--- config.mk ---
export PLATFORM = sky130hd
export DESIGN_NAME = uart_tx_flat
export DESIGN_NICKNAME = d
export VERILOG_FILES = /design/src/rtl/uart_pkg.sv /design/src/rtl/uart_tx_if.sv /design/src/rtl/uart_baud_gen.sv /design/src/rtl/uart_tx.sv /design/src/flat_wrapper.sv
export SDC_FILE = /design/constraint.sdc
export NUM_CORES = 1
export LEC_CHECK = 0
export ABC_AREA = 1
export CAP_MARGIN = 20
export CORE_AREA = 4 4 57 59
export CTS_CLUSTER_DIAMETER = 100
export DETAILED_ROUTE_END_ITERATION = 16
export DIE_AREA = 0 0 61 63
export PLACE_DENSITY = 0.86
export SETUP_SLACK_MARGIN = 0.15
export SYNTH_ARGS = -nofsm -noshare
export SYNTH_HDL_FRONTEND = slang
export SYNTH_SLANG_ARGS = --single-unit
--- constraint.sdc ---
create_clock -name clk -period 2.18 [get_ports clk]
set_input_delay 0.436 -clock clk [delete_from_list [all_inputs] [get_ports clk]]
set_output_delay 0.436 -clock clk [all_outputs]
set_load 0.01 [all_outputs]
--- src/rtl/uart_pkg.sv ---
// Shared UART constants, state encoding and parity helper.
// The UART_TX_PARITY_EN macro selects 8E1 framing in both tx and rx.
package uart_pkg;

  localparam int BAUD_DIV_DEF   = 5208;
  localparam int DATA_BITS      = 8;
  localparam int FRAME_BITS_8N1 = 10;
  localparam int FRAME_BITS_8E1 = 11;
  localparam int CNT0_W         = 13;
  localparam int CNT1_W         = 4;

  typedef enum logic [2:0] {
    IDLE,
    START,
    DATA,
    PARITY,
    STOP
  } tx_state_e;

  function automatic logic even_par(
    input logic [DATA_BITS-1:0] d
  );
    return ^d;
  endfunction

endpackage

--- src/rtl/uart_tx_if.sv ---
// Byte hand-over bundle between a source and the UART transmitter.
// Transfer happens on a rising edge with tx_vld && tx_rdy.
interface uart_tx_if;
  import uart_pkg::*;

  logic [DATA_BITS-1:0] tx_data;
  logic                 tx_vld;
  logic                 tx_rdy;

  modport master (
    output tx_data,
    output tx_vld,
    input  tx_rdy
  );

  modport slave (
    input  tx_data,
    input  tx_vld,
    output tx_rdy
  );

endinterface

--- src/rtl/uart_baud_gen.sv ---
// Bit-period divider: counts 0..DIV-1 while enabled, ticks on the last
// count and wraps; held at zero when disabled.
module uart_baud_gen
  import uart_pkg::*;
#(
  parameter int DIV = BAUD_DIV_DEF
) (
  input  logic clk,
  input  logic rst_n,
  input  logic en,
  output logic tick
);

  localparam logic [CNT0_W-1:0] LAST = CNT0_W'(DIV - 1);

  logic [CNT0_W-1:0] cnt0_q;
  logic [CNT0_W-1:0] cnt0_d;

  assign tick = en && (cnt0_q == LAST);

  always_comb begin
    cnt0_d = '0;
    if (en && !tick) begin
      cnt0_d = cnt0_q + 1'b1;
    end
  end

  always_ff @(posedge clk or negedge rst_n) begin
    if (!rst_n) begin
      cnt0_q <= '0;
    end else begin
      cnt0_q <= cnt0_d;
    end
  end

endmodule

--- src/rtl/uart_tx.sv ---
// 8N1 UART transmitter with valid/ready byte input; define
// UART_TX_PARITY_EN for 8E1 (even parity bit after the data bits).
module uart_tx
  import uart_pkg::*;
#(
  parameter int BAUD_DIV = BAUD_DIV_DEF
) (
  input  logic     clk,
  input  logic     rst_n,
  uart_tx_if.slave tx_if,
  output logic     tx_uart
);

`ifdef UART_TX_PARITY_EN
  localparam int FRAME_BITS = FRAME_BITS_8E1;
`else
  localparam int FRAME_BITS = FRAME_BITS_8N1;
`endif

  localparam logic [CNT1_W-1:0] LAST_BIT = CNT1_W'(FRAME_BITS - 1);
  localparam logic [CNT1_W-1:0] LAST_DAT = CNT1_W'(DATA_BITS);

  tx_state_e            state_q, state_d;
  logic [CNT1_W-1:0]    cnt1_q, cnt1_d;
  logic [DATA_BITS-1:0] sh_q, sh_d;
  logic                 tx_uart_q, tx_uart_d;
  logic                 busy;
  logic                 accept;
  logic                 end_cnt0;
  logic                 end_cnt1;

`ifdef UART_TX_PARITY_EN
  logic par_q, par_d;
`endif

  assign busy         = (state_q != IDLE);
  assign tx_if.tx_rdy = !busy;
  assign accept       = tx_if.tx_vld && !busy;
  assign end_cnt1     = end_cnt0 && (cnt1_q == LAST_BIT);
  assign tx_uart      = tx_uart_q;

  uart_baud_gen #(
    .DIV (BAUD_DIV)
  ) u_baud (
    .clk   (clk),
    .rst_n (rst_n),
    .en    (busy),
    .tick  (end_cnt0)
  );

  always_ff @(posedge clk or negedge rst_n) begin
    if (!rst_n) begin
      state_q   <= IDLE;
      cnt1_q    <= '0;
      sh_q      <= '0;
      tx_uart_q <= 1'b1;
    end else begin
      state_q   <= state_d;
      cnt1_q    <= cnt1_d;
      sh_q      <= sh_d;
      tx_uart_q <= tx_uart_d;
    end
  end

`ifdef UART_TX_PARITY_EN
  always_comb begin
    par_d = par_q;
    if (accept) begin
      par_d = even_par(tx_if.tx_data);
    end
  end

  always_ff @(posedge clk or negedge rst_n) begin
    if (!rst_n) begin
      par_q <= 1'b0;
    end else begin
      par_q <= par_d;
    end
  end
`endif

  always_comb begin
    state_d = state_q;
    unique case (state_q)
      IDLE:   if (accept)   state_d = START;
      START:  if (end_cnt0) state_d = DATA;
      DATA: begin
        if (end_cnt0 && (cnt1_q == LAST_DAT)) begin
`ifdef UART_TX_PARITY_EN
          state_d = PARITY;
`else
          state_d = STOP;
`endif
        end
      end
      PARITY: if (end_cnt0) state_d = STOP;
      STOP:   if (end_cnt1) state_d = IDLE;
      default:              state_d = IDLE;
    endcase
  end

  // Shift only between data bits so sh_d[0] is always the bit on the line.
  always_comb begin
    cnt1_d = cnt1_q;
    sh_d   = sh_q;
    if (end_cnt1) begin
      cnt1_d = '0;
    end else if (end_cnt0) begin
      cnt1_d = cnt1_q + 1'b1;
    end
    if (accept) begin
      sh_d = tx_if.tx_data;
    end else if ((state_q == DATA) && end_cnt0) begin
      sh_d = sh_q >> 1;
    end
  end

  always_comb begin
    tx_uart_d = 1'b1;
    unique case (state_d)
      IDLE:   tx_uart_d = 1'b1;
      START:  tx_uart_d = 1'b0;
      DATA:   tx_uart_d = sh_d[0];
`ifdef UART_TX_PARITY_EN
      PARITY: tx_uart_d = par_q;
`else
      PARITY: tx_uart_d = 1'b1;
`endif
      STOP:   tx_uart_d = 1'b1;
      default: tx_uart_d = 1'b1;
    endcase
  end

endmodule

--- src/flat_wrapper.sv ---
// flat-port wrapper written by rule: the top's interface ports become plain ports
module uart_tx_flat import uart_pkg::*;
#(
  parameter int BAUD_DIV = BAUD_DIV_DEF
)
  (clk, rst_n, tx_uart, tx_if_tx_data, tx_if_tx_vld, tx_if_tx_rdy);
  uart_tx_if tx_if_i ();
  input  logic clk;
  input  logic rst_n;
  output logic tx_uart;
  input wire logic [$bits(tx_if_i.tx_data)-1:0] tx_if_tx_data;
  input wire logic [$bits(tx_if_i.tx_vld)-1:0] tx_if_tx_vld;
  output wire logic [$bits(tx_if_i.tx_rdy)-1:0] tx_if_tx_rdy;
  assign tx_if_i.tx_data = tx_if_tx_data;
  assign tx_if_i.tx_vld = tx_if_tx_vld;
  assign tx_if_tx_rdy = tx_if_i.tx_rdy;
  uart_tx #(.BAUD_DIV(BAUD_DIV)) u_core (.clk(clk), .rst_n(rst_n), .tx_if(tx_if_i), .tx_uart(tx_uart));
endmodule
After elaboration in Yosys (flattened, before gate mapping):

Cells that the tools add are included.

* bits in registers: 29

* reductions and logical operators: 12
* equal/unequal tests: 9
* muxes and demuxes: 12
* add/sub/neg operators: 2

Operators with widths (count)
* 8-bit two-way mux: 2
* 3-bit two-way mux: 5
* 3-bit one-hot mux with 5 select lines: 1
* 13-bit by 1-bit adder with 13-bit output, second input constant: 1
* 13-bit == test, second input constant: 1
* 13-bit two-way mux: 1
* 3-bit by 2-bit == test with 1-bit output, second input constant: 3
* 4-bit == test, second input constant: 2
* 4-bit two-way mux: 2
* 3-bit by 1-bit == test with 1-bit output, second input constant: 2
* 1-bit logical AND: 6
* 4-bit by 1-bit adder with 4-bit output, second input constant: 1
* 2-bit nonzero test: 2
* 3-bit == test, second input constant: 1
* 3-bit logical NOT: 1
* 3-bit nonzero test: 1
* 1-bit logical NOT: 2
* 1-bit one-hot mux with 2 select lines: 1

Depth between registers and ports, before layout:

Gate-level depths: netlist (run 1).

* depth in word-level cells: 7
* gate-level depth with buffers: 11

Hierarchy:

Synthesis (run 1) repeated with hierarchy kept, for this count alone.

* cells, all modules: 199
* area total of the unflattened synthesis: 1625.3 µm²

Modules (own cells, without submodules)
* uart_tx: cells an instance 103, area an instance 904.6 µm², instances 1
* uart_baud_gen: cells an instance 96, area an instance 720.7 µm², instances 1

Worst setup path after synthesis (run 1):

OpenSTA, ideal clock, no wires.

* path type: reg2reg
* from: reg u_core.u_baud.cnt0_q[0]
* to: reg u_core.u_baud.cnt0_q[3]
* cell stages (with the launch flop): 11
* required time: 2057 ps
* setup slack: 740 ps
* period minus slack after synthesis: 1440 ps
* data arrival time: 1317 ps
* path buffers: 0
* path through: dfrtp_1 > ha_1 > nand2_1 > inv_1 > nand2_1 > nor2_2 > nand2_2 > nand2_2 > inv_2 > o21ai_0 > nor2_1

* cells in the longest elaborated chain, start to end: 5

RTL lines
* start, declared: RTL line uart_baud_gen.sv:16 `logic [CNT0_W-1:0] cnt0_q;`
* start signal, assigned: RTL line uart_baud_gen.sv:32 `cnt0_q <= cnt0_d;`
* parallel branches: the longest is 4 deep, another holds 13-bit by 1-bit adder with 13-bit output
* 13-bit two-way mux (*): RTL line uart_baud_gen.sv:23 `if (en && !tick) begin`
* net u_core.u_baud.cnt0_d[3]: RTL line uart_baud_gen.sv:17 `logic [CNT0_W-1:0] cnt0_d;`

Mark *: on every way through the listed nets, which the timed path passes.
A chain may end at the register's enable or synchronous reset.

Final worst setup path (run 1):

* from: reg u_core.tx_uart_q (netlist: u_core.tx_uart)
* to: out tx_uart

RTL lines
* start, declared: RTL line uart_tx.sv:26 `logic tx_uart_q, tx_uart_d;`
* start signal, assigned: RTL line uart_tx.sv:61 `tx_uart_q <= tx_uart_d;`
* end, declared: RTL line flat_wrapper.sv:10 `output logic tx_uart;`

No word-level cell between the ends.

==> impl_metrics.env, run 1 <==
export IMPL_critPathBufInv=1
export IMPL_syn_inst=208
export IMPL_io_buffers=12
export IMPL_final_cell_mix="nand2_1, nand3_1, dfrtp_1"
export IMPL_slew_headroom_pct=60.7
export IMPL_grtUsageMet3_pct=6.40
export IMPL_first_pass_iters=4
export IMPL_cts_tree="done"
export IMPL_cp_required_ps=1740
export IMPL_critPathCaptureType="output port"
export IMPL_cp_top_family="flip-flops"
export IMPL_finalHoldViolations=0
export IMPL_fin_crit_sh_pct=83.0
export IMPL_diodes=0
export IMPL_groute_usage_overall_pct=19.9
export IMPL_synth_top_cells_by_area="dfrtp_1, nand2_1, nand3_1"
export IMPL_fin_crit_ps=1810
export IMPL_first_global_vias=1370
export IMPL_path_clk_slew_ps=100
export IMPL_n_fill_cell=245
export IMPL_setup_worst_path_start_class="flip-flop"
export IMPL_worstMarginPinSlew_ps=587
export IMPL_cp_max_fo=1
export IMPL_dp_hpwl_um=2330
export IMPL_path_cells="clkdlybuf4s50_1"
export IMPL_powerDensity_nw_per_um2=502
export IMPL_avgViaCountPerCell=5.44
export IMPL_critical_path_class="reg -> out"
export IMPL_grt_pass1_wl_um=5690
export IMPL_drc=0
export IMPL_cts_buffer_depth=2
export IMPL_skew_ps=11.9
export IMPL_core_area_sq_um=2710
export IMPL_seq_area_sq_um=728
export IMPL_drv_slew=0
export IMPL_num_io_pins=13
export IMPL_antenna_found_initial=0
export IMPL_fin_ws_ps=370
export IMPL_nets=245
export IMPL_leakage_uw=0.000854
export IMPL_ys_warn_count=0
export IMPL_syn_nets=223
export IMPL_critical_path_max_stage_delay_ps=520
export IMPL_start_util_pct=59.0
export IMPL_busiest_layer="met2"
export IMPL_gp_congestion=0.857
export IMPL_utilization_pct=67.6
export IMPL_place_area_sq_um=1760
export IMPL_yosysSeqAreaShare_pct=45.5
export IMPL_final_common_cell="nand2_1"
export IMPL_final_setup_tns_ps=0
export IMPL_r2r_slack_ps=450
export IMPL_syn_area_sq_um=1600
export IMPL_status="finished clean"
export IMPL_area_growth_syn_to_layout_pct=14.6
export IMPL_worstSkewPairLatency_ps=340
export IMPL_maxCapViolCount=0
export IMPL_clock_sinks=29
export IMPL_root_buffer="clkbuf_4"
export IMPL_grt_max_degree=30
export IMPL_syn_area_per_cell_sq_um=7.69
export IMPL_layout_drive_gt1_share_pct=10.8
export IMPL_synth_seq_cells=29
export IMPL_synth_top_cell_area_share_pct=43.8
export IMPL_vias=1425
export IMPL_wl_per_cell_um=12.6
export IMPL_max_freq_ghz=0.552
export IMPL_routed_wl_um=3310
export IMPL_met1_usage_pct=21.7
export IMPL_drt_iter0_markers=98
export IMPL_ant_nets=0
export IMPL_dieWidth_um=61
export IMPL_die_area_sq_um=3840
export IMPL_htree_num_levels=2
export IMPL_worstHoldPathType="in -> async"
export IMPL_num_rows=19
export IMPL_grt_use_met2_pct=32.9
export IMPL_pre_cts_ws_ps=392
export IMPL_grt_overflow=0
export IMPL_crit_slowest_cell="dfstp_2"
export IMPL_multiInputGateArea_sq_um=737
export IMPL_design_area_sq_um=1830
export IMPL_numCtsBuffers=5
export IMPL_ir_drop_uv=595
export IMPL_ys_types=23
export IMPL_die_h_um=63
export IMPL_rsz0062_at_grt="no"
export IMPL_setup_violations=0
export IMPL_crit_arrival_ps=1370
export IMPL_synth_top_area_cell="dfrtp_1"
[repair_timing]
item / in CTS / in global routing
buffers inserted: 2 / 0
endpoints found under the hold margin: 0 / 0
resized for setup: 3 / 0
hold buffers: 0 / 0
setup endpoints to repair: 1 / 0
[cell usage after synthesis]
| cell | count |
|---|---|
| a21oi_1 | 4 |
| a31oi_1 | 3 |
| and3_1 | 1 |
| buf_6 | 2 |
| dfrtp_1 | 28 |
| dfstp_2 | 1 |
| ha_1 | 4 |
| inv_1 | 27 |
| inv_2 | 3 |
| nand2_1 | 45 |
| nand2_2 | 3 |
| nand3_1 | 31 |
| nand3b_1 | 1 |
| nand4_1 | 6 |
| nor2_1 | 22 |
| nor2_2 | 3 |
| nor3_1 | 11 |
| nor3_2 | 1 |
| nor3_4 | 1 |
| nor4_1 | 2 |
| o211ai_1 | 1 |
| o21ai_0 | 5 |
| xor2_1 | 3 |
[kinds of logic after synthesis]
group                      after synthesis  synth area share (%)
buffers and inverters                   32                  8.45
and+or+nand+nor                        127                  36.9
AOI/OAI and AO/OA                       13                  4.46
adders and majority gates                4                  3.13
DFF                                     29                  45.5
xor gates and xnor gates                 3                  1.64
[report_power, final]
group	total (uW)	internal [uW]	switching, uW
clock network	347	159	188
logic	31.9	17.8	14.1
registers	540	539	0.867
total	919	716	203
[flip-flops by register name, summed over array words and instances, names as in the netlist]
signal	flops
u_core.sh_q	8
u_core.cnt1_q	4
u_core.u_baud.cnt0_q	13
u_core.tx_uart	1
u_core.state_q	3
[metal layers]
layer / vias up / share of wire (%) / wire length, um
li1: 721 / - / -
met1: 662 / 42 / 1390
met2: 32 / 50 / 1660
met3: 10 / 4.7 / 157
met4: 0 / 3.3 / 109
met5: - / 0 / 0
[final cells by class]
cell class / count / area share (%)
Clock buffer: 8 / 3.21
Inverter: 30 / 6.15
Multi-Input combinational cell: 147 / 40.2
Sequential cell: 29 / 39.8
Tap cell: 31 / 2.12
Timing Repair Buffer: 17 / 8.54
[per-stage QoR]
stage / cells / total power, uW / hold WS, ps
final: 262 / 919 / 462
after global routing: 262 / 969 / 473
after CTS: 262 / 938 / 453
after detailed placement: 252 / 584 / 464
after global placement: 252 / 583 / 451
after floorplan: 208 / 553 / 140
[worst paths after layout]
path | endpoint | from | depth (start not counted)
setup / recovery | tx_uart | u_core.tx_uart$_DFF_PN1_ | 1
max in group asynchronous | u_core.tx_uart$_DFF_PN1_ | rst_n | 2
hold / removal | u_core.u_baud.cnt0_q[2]$_DFF_PN0_ | rst_n | 2
hold reg to reg | u_core.u_baud.cnt0_q[0]$_DFF_PN0_ | u_core.u_baud.cnt0_q[0]$_DFF_PN0_ | 1
min in group clk | u_core.u_baud.cnt0_q[0]$_DFF_PN0_ | u_core.u_baud.cnt0_q[0]$_DFF_PN0_ | 1
setup reg to reg | u_core.u_baud.cnt0_q[3]$_DFF_PN0_ | u_core.u_baud.cnt0_q[0]$_DFF_PN0_ | 10
Power figures use the tool's default switching activity.
==> run 2: changes to the inputs <==
--- a/config.mk
+++ b/config.mk
@@ -7,11 +7,11 @@
 export LEC_CHECK = 0
 export ABC_AREA = 1
 export CAP_MARGIN = 20
-export CORE_AREA = 4 4 57 59
+export CORE_AREA = 4 4 58 60
 export CTS_CLUSTER_DIAMETER = 100
 export DETAILED_ROUTE_END_ITERATION = 16
-export DIE_AREA = 0 0 61 63
-export PLACE_DENSITY = 0.86
+export DIE_AREA = 0 0 62 64
+export PLACE_DENSITY = 0.83
 export SETUP_SLACK_MARGIN = 0.15
 export SYNTH_ARGS = -nofsm -noshare
 export SYNTH_HDL_FRONTEND = slang
==> constraint.sdc (replaced) <==
create_clock -name clk -period 1.7 [get_ports clk]
set_input_delay 0.34 -clock clk [delete_from_list [all_inputs] [get_ports clk]]
set_output_delay 0.34 -clock clk [all_outputs]
set_load 0.01 [all_outputs]
==> run 2 against run 1 <==
  * Critical path type is now reg -> reg
  * Cell count up 5.3%
  * Count of clock-buffer cells in the layout decreased by 1
  * Utilization grew 2.8 points
  * Critical endpoint is now u_core.state_q[2]$_DFF_PN0_
  * Power grew 44%
  * Design area grew 13%
  * Sequential power up 28%
  * Clock power is 71% higher
  * Critical path depth rose by 7
  * Die area is 3.3% higher
  * Setup slack lost 170 ps
  * Global-route usage shrank 0.93 points
==> impl_metrics.env, run 2 (same netlist as run 1, synthesis figures left out) <==
export IMPL_dp_hpwl_um=2440
export IMPL_drc=0
export IMPL_crit_slowest_cell="dfrtp_1"
export IMPL_holdWs_ps=378
export IMPL_n_fill_cell=236
export IMPL_vias=1476
export IMPL_ant_nets=0
export IMPL_drv_slew=0
export IMPL_wl_per_cell_um=12.8
export IMPL_grt_pass1_wl_um=5660
export IMPL_slew_headroom_pct=73.9
export IMPL_grt_max_degree=30
export IMPL_fin_crit_sh_pct=88.2
export IMPL_start_util_pct=54.6
export IMPL_cp_max_fo=5
export IMPL_powerDensity_nw_per_um2=644
export IMPL_antenna_found_initial=0
export IMPL_leakage_uw=0.000985
export IMPL_dieWidth_um=62
export IMPL_crit_arrival_ps=1700
export IMPL_cts_buffer_depth=2
export IMPL_num_io_pins=13
export IMPL_cts_tree="done"
export IMPL_maxUsedRoutingLayer="met4"
export IMPL_critPathCaptureType="flip-flop"
export IMPL_first_pass_iters=4
export IMPL_first_global_vias=1355
export IMPL_cp_depth=8
export IMPL_area_growth_syn_to_layout_pct=28.9
export IMPL_ir_drop_uv=790
export IMPL_critical_path_class="reg -> reg"
export IMPL_clock_sinks=29
export IMPL_reg_top3="u_core.u_baud.cnt0_q x13, u_core.sh_q x8, u_core.cnt1_q x4"
export IMPL_groute_usage_overall_pct=19.0
export IMPL_numCtsBuffers=5
export IMPL_grt_overflow=0
export IMPL_met3WireLength_um=164
export IMPL_die_area_sq_um=3970
export IMPL_routed_wl_met2_um=1920
export IMPL_max_freq_ghz=0.667
export IMPL_num_rows=20
export IMPL_worstSkewPairLatency_ps=330
export IMPL_layout_drive_gt1_share_pct=20.6
export IMPL_fin_crit_ps=1500
export IMPL_path_clk_slew_ps=100
export IMPL_core_area_sq_um=2930
export IMPL_largest_register="u_core.u_baud.cnt0_q"
export IMPL_m1WireLength_um=1420
export IMPL_routed_wl_um=3540
export IMPL_drt_iter0_markers=120
export IMPL_root_buffer="clkbuf_4"
export IMPL_critPathBufInv=1
export IMPL_cp_top_family="simple AND/OR/NAND/NOR gates"
export IMPL_fin_ws_ps=201
export IMPL_worstMarginPinSlew_ps=388
export IMPL_io_buffers=12
export IMPL_worstHoldPathType="in -> async"
export IMPL_r2r_slack_ps=200
export IMPL_rsz0062_at_grt="yes"
export IMPL_final_setup_tns_ps=0
export IMPL_nets=257
export IMPL_maxCapViolCount=0
export IMPL_cp_common_cell="nand2_4"
export IMPL_htree_num_levels=2
export IMPL_pre_cts_ws_ps=78.9
export IMPL_final_common_cell="nand2_1"
export IMPL_path_cells="ha_4, nand2_4, inv_2, nand2_2, nor2_4, nand2_4, o211ai_1, nand3_1"
export IMPL_worstRegToRegCells=8
export IMPL_diodes=0
export IMPL_skew_ps=11.9
export IMPL_die_h_um=64
export IMPL_r2r_start="u_core.u_baud.cnt0_q[0]$_DFF_PN0_"
export IMPL_setup_violations=0
export IMPL_avgViaCountPerCell=5.35
export IMPL_critical_path_max_stage_delay_ps=410
export IMPL_gp_congestion=0.913
export IMPL_crit_path_end="u_core.state_q[2]$_DFF_PN0_"
export IMPL_setup_worst_path_start_class="flip-flop"
export IMPL_finalHoldViolations=0
export IMPL_r2r_end="u_core.state_q[2]$_DFF_PN0_"
export IMPL_status="finished clean"
export IMPL_startpoint="u_core.u_baud.cnt0_q[0]$_DFF_PN0_"
export IMPL_hold_buffers=0
export IMPL_largest_reg_flops=13
export IMPL_final_cell_mix="nand2_1, nand3_1, inv_1, dfrtp_1, nor2_1"
export IMPL_cp_required_ps=1900
==> run 2: worst min path at each step <==
stage | cells past startpoint | endpoint | from | slack, ps
global placement | 1 | u_core.u_baud.cnt0_q[0]$_DFF_PN0_ | u_core.u_baud.cnt0_q[0]$_DFF_PN0_ | 440
floorplan | 0 | u_core.cnt1_q[0]$_DFFE_PN0P_ | rst_n | 40
global route | 2 | u_core.u_baud.cnt0_q[12]$_DFF_PN0_ | rst_n | 400
detailed placement | 1 | u_core.u_baud.cnt0_q[0]$_DFF_PN0_ | u_core.u_baud.cnt0_q[0]$_DFF_PN0_ | 450
finish | 2 | u_core.u_baud.cnt0_q[12]$_DFF_PN0_ | rst_n | 380
CTS | 2 | u_core.u_baud.cnt0_q[12]$_DFF_PN0_ | rst_n | 380
==> run 2: what timing repair did <==
action                     in CTS  in global routing
gates cloned                    0                  0
pin swaps                       0                  9
setup endpoints to repair       7                 25
gates resized for setup         4                 25
setup buffers                   0                  6
==> run 2: per-stage QoR <==
stage               total power, uW  instance area, sq um  std cells  utilization (%)
global placement                748                  1830        262             62.6
CTS                            1340                  1930        270             65.8
detailed placement              749                  1830        262             62.6
global route                   1380                  2060        276             70.4
finish                         1330                  2060        276             70.4
floorplan                       710                  1600        208                -
==> run 2: area by class of cell <==
type | count | area (sq um) | area share [%]
flip-flops and latches | 29 | 731 | 35.5
clock inverters | 1 | 30.0 | 1.46
repair buffers | 29 | 277 | 13.4
multi-input cells | 147 | 812 | 39.4
inverters | 30 | 115 | 5.59
well taps | 33 | 41.3 | 2.00
clock buffers | 7 | 55.1 | 2.67
==> run 2: metal layers <==
layer / vias to the layer above / global-route usage, %
li1: 751 / -
met1: 685 / 22.7
met2: 35 / 31.3
met3: 5 / 5.45
met4: 0 / 6.90
met5: - / 0
==> run 2: power breakdown <==
group | internal [uW] | switching [uW] | leakage, uW | total, uW
Clock | 351 | 242 | 0.0000455 | 593
Sequential | 692 | 0.960 | 0.000342 | 693
Combinational | 22.8 | 18.8 | 0.000597 | 41.6
==> run 3: changes to the inputs <==
--- a/config.mk
+++ b/config.mk
@@ -5,13 +5,13 @@
 export SDC_FILE = /design/constraint.sdc
 export NUM_CORES = 1
 export LEC_CHECK = 0
-export ABC_AREA = 1
 export CAP_MARGIN = 20
-export CORE_AREA = 4 4 58 60
+export CORE_AREA = 4 4 55 57
 export CTS_CLUSTER_DIAMETER = 100
 export DETAILED_ROUTE_END_ITERATION = 16
-export DIE_AREA = 0 0 62 64
-export PLACE_DENSITY = 0.83
+export DIE_AREA = 0 0 59 61
+export DONT_BUFFER_PORTS = 1
+export PLACE_DENSITY = 0.79
 export SETUP_SLACK_MARGIN = 0.15
 export SYNTH_ARGS = -nofsm -noshare
 export SYNTH_HDL_FRONTEND = slang
==> constraint.sdc (replaced) <==
create_clock -name clk -period 1.7 [get_ports clk]
set_input_delay 0.34 -clock clk [delete_from_list [all_inputs] [get_ports clk]]
set_output_delay 0.34 -clock clk [all_outputs]
set_load 0.05 [all_outputs]
==> run 3 against run 2 <==
  * The flow now finishes with violations (negative setup slack)
  * Power is 13% lower
  * First-iteration DRC count is 46% lower
  * Cell count is 21% lower
==> impl_metrics.env, run 3 <==
export IMPL_numCtsBuffers=5
export IMPL_first_pass_iters=4
export IMPL_vias=1251
export IMPL_path_clk_slew_ps=80
export IMPL_ys_types=33
export IMPL_dieWidth_um=59
export IMPL_r2r_slack_ps=-300
export IMPL_fin_crit_sh_pct=118
export IMPL_die_h_um=61
export IMPL_start_util_pct=59.5
export IMPL_die_area_sq_um=3600
export IMPL_antenna_found_initial=0
export IMPL_reg_top3="u_core.u_baud.cnt0_q x13, u_core.sh_q x8, u_core.cnt1_q x4"
export IMPL_status="complete, but fails checks"
export IMPL_seq_area_sq_um=727
export IMPL_syn_area_sq_um=1470
export IMPL_slew_headroom_pct=79.0
export IMPL_place_area_sq_um=1710
export IMPL_utilization_pct=79.2
export IMPL_root_buffer="clkbuf_4"
export IMPL_finalHoldViolations=0
export IMPL_critical_path_class="reg -> reg"
export IMPL_maxCapViolCount=0
export IMPL_routed_wl_um=3360
export IMPL_synth_ff_type="dfrtp_1"
export IMPL_syn_inst=146
export IMPL_grt_max_degree=30
export IMPL_avgViaCountPerCell=5.71
export IMPL_dp_hpwl_um=2220
export IMPL_setup_worst_path_start_class="flip-flop"
export IMPL_max_freq_ghz=0.500
export IMPL_groute_usage_overall_pct=21.5
export IMPL_worstRegToRegCells=5
export IMPL_diodes=0
export IMPL_synth_commonest_cells="dfrtp_1, nor2_1, nand2_1"
export IMPL_largest_reg_flops=13
export IMPL_final_setup_tns_ps=-5810
export IMPL_startpoint="u_core.u_baud.cnt0_q[8]$_DFF_PN0_"
export IMPL_cts_buffer_depth=2
export IMPL_setup_violations=26
export IMPL_ys_warn_count=0
export IMPL_ys_async_sr_fraction_pct=100
export IMPL_core_area_sq_um=2480
export IMPL_num_rows=18
export IMPL_clock_sinks=29
export IMPL_hold_path_end="u_core.sh_q[7]$_DFFE_PN0P_"
export IMPL_first_global_vias=1277
export IMPL_fin_ws_ps=-300
export IMPL_worstSkewPairLatency_ps=320
export IMPL_worstHoldPathType="in -> reg"
export IMPL_num_io_pins=13
export IMPL_final_cell_mix="buf_4, dfrtp_1, nor2_1"
export IMPL_wl_per_cell_um=15.4
export IMPL_grt_overflow=0
export IMPL_yosysMostFrequentCell="dfrtp_1"
export IMPL_multiInputGateArea_sq_um=790
export IMPL_cp_max_fo=3
export IMPL_largest_register="u_core.u_baud.cnt0_q"
export IMPL_synth_edf_count=0
export IMPL_synth_top_area_cell="dfrtp_1"
export IMPL_r2r_start="u_core.u_baud.cnt0_q[8]$_DFF_PN0_"
export IMPL_synth_top_cell_area_share_pct=47.5
export IMPL_leakage_uw=0.000910
export IMPL_powerDensity_nw_per_um2=586
export IMPL_yosysSeqAreaShare_pct=49.3
export IMPL_fin_crit_ps=2000
export IMPL_area_growth_syn_to_layout_pct=33.2
export IMPL_crit_arrival_ps=2200
export IMPL_critPathCaptureType="flip-flop"
export IMPL_rsz0062_at_grt="yes"
export IMPL_r2r_end="u_core.cnt1_q[2]$_DFFE_PN0P_"
export IMPL_ant_nets=0
export IMPL_n_fill_cell=136
export IMPL_grt_pass1_wl_um=5680
export IMPL_htree_num_levels=2
export IMPL_syn_area_per_cell_sq_um=10.1
export IMPL_synth_top_cells_by_area="dfrtp_1, mux2i_1, nor2_1"
export IMPL_gp_congestion=0.796
export IMPL_drc=0
export IMPL_design_area_sq_um=1960
export IMPL_cp_required_ps=1900
export IMPL_io_buffers=0
export IMPL_violations="negative setup slack"
export IMPL_ir_drop_uv=545
export IMPL_min_from="tx_if_tx_vld"
export IMPL_synth_seq_cells=29
export IMPL_nets=204
export IMPL_pre_cts_ws_ps=-286
export IMPL_holdPathStages=2
export IMPL_cts_tree="done"
export IMPL_layout_drive_gt1_share_pct=33.3
export IMPL_syn_nets=161
export IMPL_drt_iter0_markers=65
export IMPL_skew_ps=8.80
export IMPL_final_common_cell="buf_4"
export IMPL_worstMarginPinSlew_ps=312
export IMPL_drv_slew=0
run 3: cell families after synthesis:
| logic type | Yosys count | synth area share [%] |
|---|---|---|
| fa+ha+maj | 4 | 3.40 |
| buf+inv | 7 | 1.87 |
| compound gates | 20 | 7.05 |
| simple gates | 65 | 25.0 |
| xor+xnor | 11 | 6.54 |
| flops | 29 | 49.3 |
| mux | 10 | 6.88 |
run 3: worst max-delay path by stage:
stage	endpoint	slack, ps	cells past startpoint
2_1_floorplan	u_core.tx_uart$_DFF_PN1_	-370	5
3_3_place_gp	u_core.cnt1_q[2]$_DFFE_PN0P_	-230	5
3_5_place_dp	u_core.tx_uart$_DFF_PN1_	-290	5
4_1_cts	u_core.cnt1_q[2]$_DFFE_PN0P_	-260	5
5_1_grt	u_core.state_q[2]$_DFF_PN0_	-380	5
6_report	u_core.cnt1_q[2]$_DFFE_PN0P_	-300	5
run 3: critical path, stage by stage, from the launching register on:
cell     delay (ps)
dfrtp_1         390
or4b_4          580
or4_4           480
nor2_4          110
nand2_1          70
mux2_2          260
run 3: power by group:
group	switching, uW	internal, uW
combinational	21.6	15.1
sequential	4.40	698
clock	217	195
total	243	908
run 3: per-layer routing:
layer  part of all wire [%]  global-route usage, %
met4                    1.9                   8.41
met2                     52                   39.3
met1                     41                   24.0
met3                    4.6                   5.53
met5                      0                      0
run 3: repair_timing:
action | CTS | global route
gates resized for setup | 10 | 10
hold endpoints to repair | 29 | 0
pin swaps | 3 | 5
hold buffers | 2 | 0
gates cloned | 0 | 0
setup endpoints to repair | 29 | 29
buffers inserted | 6 | 6
run 3: layout make-up:
type,instances,area share (%)
clock buffer,7,2.80
multi-input combinational,110,40.2
inverter,4,0.765
timing repair buffer,39,17.3
tap,30,1.91
sequential,29,37.0
run 3: stage by stage:
stage	power, uW	cells	hold WS (ps)
2_1_floorplan	725	146	44.4
3_3_place_gp	727	198	45.0
3_5_place_dp	730	198	45.1
4_1_cts	1170	213	170
5_1_grt	1200	219	172
6_report	1150	219	181
